### src/rtl/lcd_nibble_driver.sv
// HD44780 4-bit write driver: one byte in over VALID/READY, two E-strobed nibbles out on SF_D.
// Latency: READY returns 2*(T_SU+T_EW+T_H)+T_NIB+gap cycles after accept (gap = T_CLR for clear/home, else T_BYTE).
// Backpressure: READY only in IDLE, no queue, VALID is ignored while busy. `LCD_INIT_SEQ_EN adds the power-up init sequence.
module lcd_nibble_driver #(
  parameter int T_SU   = 2,
  parameter int T_EW   = 12,
  parameter int T_H    = 1,
  parameter int T_NIB  = 50,
  parameter int T_BYTE = 2000,
  parameter int T_CLR  = 82000
) (
  input  logic       CLK,
  input  logic       RST_N,
  input  logic [7:0] DIN,
  input  logic       RS_IN,
  input  logic       VALID,
  output logic       READY,
  output logic       LCD_RS,
  output logic       LCD_RW,
  output logic       LCD_E,
  output logic [3:0] SF_D
);

  localparam logic [3:0] S_IDLE     = 4'd0;
  localparam logic [3:0] S_SU_H     = 4'd1;
  localparam logic [3:0] S_EH_H     = 4'd2;
  localparam logic [3:0] S_HD_H     = 4'd3;
  localparam logic [3:0] S_GAP_N    = 4'd4;
  localparam logic [3:0] S_SU_L     = 4'd5;
  localparam logic [3:0] S_EH_L     = 4'd6;
  localparam logic [3:0] S_HD_L     = 4'd7;
  localparam logic [3:0] S_GAP_B    = 4'd8;
`ifdef LCD_INIT_SEQ_EN
  localparam logic [3:0] S_INIT_WAIT = 4'd9;
  localparam logic [3:0] S_INIT_SU   = 4'd10;
  localparam logic [3:0] S_INIT_EH   = 4'd11;
  localparam logic [3:0] S_INIT_HD   = 4'd12;
  localparam logic [3:0] S_INIT_GAP  = 4'd13;
`endif

  // Counter reload values are (length - 1): the state exits when the count hits zero.
  localparam logic [19:0] L_SU   = 20'(T_SU - 1);
  localparam logic [19:0] L_EW   = 20'(T_EW - 1);
  localparam logic [19:0] L_H    = 20'(T_H - 1);
  localparam logic [19:0] L_NIB  = 20'(T_NIB - 1);
  localparam logic [19:0] L_BYTE = 20'(T_BYTE - 1);
  localparam logic [19:0] L_CLR  = 20'(T_CLR - 1);
`ifdef LCD_INIT_SEQ_EN
  localparam logic [19:0] L_PWR  = 20'(750000 - 1);
  localparam logic [19:0] L_I0   = 20'(205000 - 1);
  localparam logic [19:0] L_I1   = 20'(5000 - 1);
  localparam logic [19:0] L_I23  = 20'(2000 - 1);
`endif

  logic [3:0]  r_state;
  logic [19:0] r_cnt;
  logic [3:0]  r_lo;
  logic        r_clr;
  logic        r_e;
  logic        r_rs;
  logic [3:0]  r_sfd;
`ifdef LCD_INIT_SEQ_EN
  logic [1:0]  r_init_idx;
  logic [19:0] w_init_gap;
`endif

  logic        w_adv;
  logic [3:0]  w_nxt_state;
  logic [19:0] w_nxt_len;
  logic        w_nxt_e;

`ifdef LCD_INIT_SEQ_EN
  always_comb begin
    w_init_gap = L_I23;
    case (r_init_idx)
      2'd0:    w_init_gap = L_I0;
      2'd1:    w_init_gap = L_I1;
      default: w_init_gap = L_I23;
    endcase
  end
`endif

  always_comb begin
    w_adv       = (r_state == S_IDLE) ? VALID : (r_cnt == '0);
    w_nxt_state = S_IDLE;
    w_nxt_len   = '0;
    w_nxt_e     = 1'b0;
    case (r_state)
      S_IDLE:  begin w_nxt_state = S_SU_H;  w_nxt_len = L_SU;  end
      S_SU_H:  begin w_nxt_state = S_EH_H;  w_nxt_len = L_EW;  w_nxt_e = 1'b1; end
      S_EH_H:  begin w_nxt_state = S_HD_H;  w_nxt_len = L_H;   end
      S_HD_H:  begin w_nxt_state = S_GAP_N; w_nxt_len = L_NIB; end
      S_GAP_N: begin w_nxt_state = S_SU_L;  w_nxt_len = L_SU;  end
      S_SU_L:  begin w_nxt_state = S_EH_L;  w_nxt_len = L_EW;  w_nxt_e = 1'b1; end
      S_EH_L:  begin w_nxt_state = S_HD_L;  w_nxt_len = L_H;   end
      S_HD_L:  begin w_nxt_state = S_GAP_B; w_nxt_len = r_clr ? L_CLR : L_BYTE; end
      S_GAP_B: begin w_nxt_state = S_IDLE;  w_nxt_len = '0;    end
`ifdef LCD_INIT_SEQ_EN
      S_INIT_WAIT: begin w_nxt_state = S_INIT_SU;  w_nxt_len = L_SU; end
      S_INIT_SU:   begin w_nxt_state = S_INIT_EH;  w_nxt_len = L_EW; w_nxt_e = 1'b1; end
      S_INIT_EH:   begin w_nxt_state = S_INIT_HD;  w_nxt_len = L_H;  end
      S_INIT_HD:   begin w_nxt_state = S_INIT_GAP; w_nxt_len = w_init_gap; end
      S_INIT_GAP: begin
        if (r_init_idx == 2'd3) begin
          w_nxt_state = S_IDLE;
          w_nxt_len   = '0;
        end else begin
          w_nxt_state = S_INIT_SU;
          w_nxt_len   = L_SU;
        end
      end
`endif
      default: begin w_nxt_state = S_IDLE; w_nxt_len = '0; end
    endcase
  end

  always_ff @(posedge CLK or negedge RST_N) begin
    if (!RST_N) begin
`ifdef LCD_INIT_SEQ_EN
      r_state    <= S_INIT_WAIT;
      r_cnt      <= L_PWR;
      r_init_idx <= 2'd0;
`else
      r_state    <= S_IDLE;
      r_cnt      <= '0;
`endif
      r_lo       <= '0;
      r_clr      <= 1'b0;
      r_e        <= 1'b0;
      r_rs       <= 1'b0;
      r_sfd      <= '0;
    end else if (w_adv) begin
      r_state <= w_nxt_state;
      r_cnt   <= w_nxt_len;
      r_e     <= w_nxt_e;
      if (r_state == S_IDLE) begin
        r_sfd <= DIN[7:4];
        r_rs  <= RS_IN;
        r_lo  <= DIN[3:0];
        // Clear display (0x01) and return home (0x02/0x03) need the long settle time.
        r_clr <= !RS_IN && (DIN[7:2] == 6'd0) && (DIN[1:0] != 2'd0);
      end
      if (r_state == S_GAP_N)
        r_sfd <= r_lo;
`ifdef LCD_INIT_SEQ_EN
      if (r_state == S_INIT_WAIT) begin
        r_sfd <= 4'h3;
        r_rs  <= 1'b0;
      end
      if (r_state == S_INIT_GAP) begin
        r_sfd      <= (r_init_idx == 2'd2) ? 4'h2 : 4'h3;
        r_init_idx <= r_init_idx + 2'd1;
      end
`endif
    end else if (r_cnt != '0) begin
      r_cnt <= r_cnt - 20'd1;
    end
  end

  assign READY  = (r_state == S_IDLE);
  assign LCD_E  = r_e;
  assign LCD_RS = r_rs;
  assign LCD_RW = 1'b0;
  assign SF_D   = r_sfd;

endmodule

### config.mk
export PLATFORM = sky130hd
export DESIGN_NAME = lcd_nibble_driver
export DESIGN_NICKNAME = d
export VERILOG_FILES = /design/src/rtl/lcd_nibble_driver.sv
export SDC_FILE = /design/constraint.sdc
export NUM_CORES = 1
export LEC_CHECK = 0
export ABC_AREA = 1
export ABC_CLOCK_PERIOD_IN_PS = 3000
export CAP_MARGIN = 10
export CORE_MARGIN = 1
export CORE_UTILIZATION = 60
export DETAILED_ROUTE_END_ITERATION = 10
export PLACE_DENSITY = 0.86
export SYNTH_ARGS = -nofsm -noshare
export SYNTH_HDL_FRONTEND = slang
export SYNTH_SLANG_ARGS = --single-unit
### constraint.sdc
create_clock -name CLK -period 3 [get_ports CLK]
set_clock_uncertainty 0.1 [all_clocks]
set_input_delay 0.6 -clock CLK [delete_from_list [all_inputs] [get_ports CLK]]
set_output_delay 0.6 -clock CLK [all_outputs]
set_load 0.1 [all_outputs]
==> impl_metrics.py <==
metrics = {
    "die": {
        "core-area_mm2": 0.003337,
        "fp.dieH_um": 60.87,
        "die_w_um": 60.87,
        "dieArea_mm2": 0.003705,
        "start_util_pct": 62.32,
        "fp-row-count": 21,
        "io_pins": 20,
    },
    "critical_path": {
        "cp_slowest_cell": "dfrtp_1",
        "path_cells": "nor2_4 > nand2_4 > inv_4 > buf_4",
        "r2r_cells": 9,
        "crit_type": "flip-flop to output port",
        "critPathMaxFanout": 5,
        "worstSetupStartpointType": "flip-flop",
        "critPathArrivalTime_ns": 1.48,
        "crit_required_ns": 2.30,
        "cpPeakStageDelay_ns": 0.46,
        "cp-end-kind": "output port",
    },
    "timing": {
        "setup_violations": 0,
        "finalCriticalPeriod_ns": 2.181,
        "grt_setup_unrepaired": "false",
        "setup-tns-final_ns": 0,
        "period_share_pct": 72.71,
        "finalHoldViolCount": 0,
        "timing.hold.ws_ns": 0.3915,
        "fmax_ghz": 0.4584,
        "maxSlewViolCount": 0,
    },
    "detailed_routing": {
        "viasPerCell": 5.289,
        "drc": 0,
        "vias": 1809,
        "first_pass_iters": 4,
        "drtIter0Drc": 103,
        "drt_wl_total_um": 4465,
        "drt-wirelength-per-cell_um": 13.06,
        "postRouteAntennaNets": 0,
    },
    "final_layout": {
        "antenna_cells": 0,
        "final_cell_count_no_fill": 342,
        "fillers": 304,
        "utilization_pct": 70.34,
        "area_delta_synth_final_pct": 12.88,
        "fin_nets": 309,
        "drive_gt1_share_pct": 12.84,
    },
    "cts": {
        "postCtsSetupBuffers": 0,
        "cts_buffers": 5,
        "cts_tree": "built",
        "cts_resized": 0,
        "insertion_delay_ns": 0.35,
        "cts_max_level": 2,
        "cts_buffer_depth": 2,
        "cts_root_buf": "clkbuf_4",
        "clkTransAtPathRegs_ns": 0.12,
        "hold_buffers": 0,
        "clock_sinks": 35,
    },
    "place": {
        "place_inst": 334,
        "portBuffers": 18,
        "globalplace.congestion": 0.7952,
        "dp_hpwl_um": 3359,
    },
    "outcome": {
        "outcome": "complete, no violations",
    },
    "synthesis": {
        "yosysTopAreaCell": "dfrtp_1",
        "muxShareOfSynthArea_pct": 2.467,
        "synth_top_family_by_area": "simple AND/OR/NAND/NOR gates",
        "yosys.area.top_type_share_pct": 42.12,
        "postSynthAreaPerCell_um2": 7.617,
        "synth_area_leaders": "dfrtp_1 42%, nand2_1 14%, nor2_1 6.3%, inv_1 4.2%, nand3_1 3.9%",
        "yosysSeqAreaShare_pct": 42.12,
        "synth_compound_area_share_pct": 6.498,
        "synth-simple-area-share_pct": 36.88,
        "yosys_warnings": 0,
        "syn_area_mm2": 0.002079,
        "synth_fa_ha_area_share_pct": 1.203,
        "synth_nets": 287,
        "yosysUniqueCellTypes": 31,
        "netlist_instances": 273,
        "synthXorXnorAreaFrac_pct": 4.212,
        "ys_ff_latch": 35,
    },
    "power_and_ir_drop": {
        "p_seq_share_pct": 55.4,
        "ir_drop_uv": 236.9,
        "power.clock.fraction_pct": 40.7,
        "p_leak_nw": 1.257,
        "p_switching_uw": 189.9,
        "p_sw_share_pct": 22.31,
        "power.density_mw_per_mm2": 362.7,
        "combinationalPowerShare_pct": 3.9,
        "p_int_uw": 661.5,
    },
    "global_routing": {
        "grt_pass1_vias": 1651,
        "grt_antenna_before_repair": 0,
        "overflow": 0,
        "grt_usage_pct": 27.55,
        "grt_max_degree": 36,
        "grt_pass1_wl_um": 7376,
    },
    "flow_run": {
        "maxCapViolations": 0,
    },
    "hold_path": {
        "holdPathStages": 2,
        "hp-class": "flip-flop to flip-flop",
    },
}
==> sequential cells by signal (all words and copies together) (netlist names) <==
register,count
LCD_E,1
r_cnt,20
SF_D,4
r_lo,4
r_clr,1
LCD_RS,1
r_state,4
==> final timing paths <==
kind	from	endpoint	slack [ns]
max	r_state[0]	READY	0.82
max in group asynchronous	RST_N	r_cnt[18]	1.93
min	r_lo[3]	r_lo[3]	0.39
max reg2reg	r_cnt[0]	SF_D[2]	0.97
min reg2reg	r_lo[3]	r_lo[3]	0.39
min in group asynchronous	RST_N	r_cnt[0]	0.55
==> power groups by stage <==
stage / clock [mW] / combinational (mW) / sequential [mW]
after CTS: 0.349 / 0.0343 / 0.472
after global routing: 0.377 / 0.0366 / 0.472
after global placement: 0 / 0.0339 / 0.481
after detailed placement: 0 / 0.0343 / 0.481
final: 0.346 / 0.0335 / 0.472
after floorplan: 0 / 0.00848 / 0.481
==> worst max-delay path: cells and delay by family, from the launching register on <==
| kind | cells | cell delay (ns) |
|---|---|---|
| buffers and inverters | 2 | 0.40 |
| flip-flops | 1 | 0.46 |
| AND/OR/NAND/NOR | 2 | 0.26 |
==> per-stage QoR <==
step	worst slack, ns	instance area, um^2	power (mW)
6_report	0.8186	2347	0.8514
5_1_grt	0.7711	2347	0.8850
4_1_cts	0.8182	2347	0.8546
3_5_place_dp	0.9134	2266	0.5150
3_3_place_gp	0.9844	2266	0.5146
2_1_floorplan	1.253	2079	0.4893
==> cell usage in the layout, fill, tap and decap left out, types with 2 or more instances in the layout <==
cell | netlist | routed
nand2_1 | 80 | 80
dfrtp_1 | 35 | 35
nor2_1 | 35 | 35
inv_1 | 23 | 23
nand3_1 | 16 | 16
clkdlybuf4s50_1 | 0 | 11
a21oi_1 | 10 | 10
o21ai_0 | 8 | 8
buf_4 | 1 | 8
nor2_2 | 7 | 7
xor2_1 | 6 | 6
o21ai_1 | 6 | 6
nor3_1 | 5 | 5
clkbuf_4 | 0 | 5
nand2_4 | 4 | 4
nand2_2 | 4 | 4
nand3b_1 | 4 | 4
xnor2_1 | 4 | 4
mux2i_1 | 4 | 4
nor3b_1 | 3 | 3
nor2_4 | 2 | 2
nand4_1 | 2 | 2
ha_1 | 2 | 2
==> synth_stat cells (all sizes together) <==
| cell type | n |
|---|---|
| or2 | 1 |
| a21oi | 10 |
| nor4 | 1 |
| dfrtp | 35 |
| xnor2 | 4 |
| nand3b | 4 |
| nor3b | 3 |
| nand4 | 2 |
| nand3 | 17 |
| mux2 | 1 |
| nor2 | 44 |
| nor3 | 5 |
| a31oi | 1 |
| and2 | 1 |
| ha | 2 |
| inv | 24 |
| conb | 1 |
| xor2 | 6 |
| buf | 4 |
| mux2i | 4 |
| o21ai | 15 |
| nand2 | 88 |
==> per-layer routing <==
layer | track usage (%) | vias up | routed length (um)
met5 | 0 | - | 0
met4 | 6.169 | 0 | 51
met3 | 6.183 | 7 | 179
met2 | 45.84 | 39 | 2202
met1 | 36.92 | 854 | 2031
li1 | - | 909 | -
==> layout make-up <==
cell class / instances / area [um^2] / share of cell area [%]
flip-flops and latches: 35 / 875.8 / 37.31
well taps: 46 / 57.56 / 2.452
inverters: 24 / 92.59 / 3.945
multi-input cells: 210 / 1070 / 45.58
clock inverters: 3 / 43.79 / 1.866
repair buffers: 19 / 170.2 / 7.249
clock buffers: 5 / 37.54 / 1.599
==> cell families (layout without fill, tap and decap cells) <==
logic type	Yosys count	count (layout)
AOI/OAI and AO/OA	26	26
xor gates and xnor gates	10	10
DFF	35	35
adders and majority gates	2	2
muxes	5	5
and+or+nand+nor	166	166
other	1	1
buffers and inverters	28	51
Note: power is estimated with default switching activity, not from simulation.
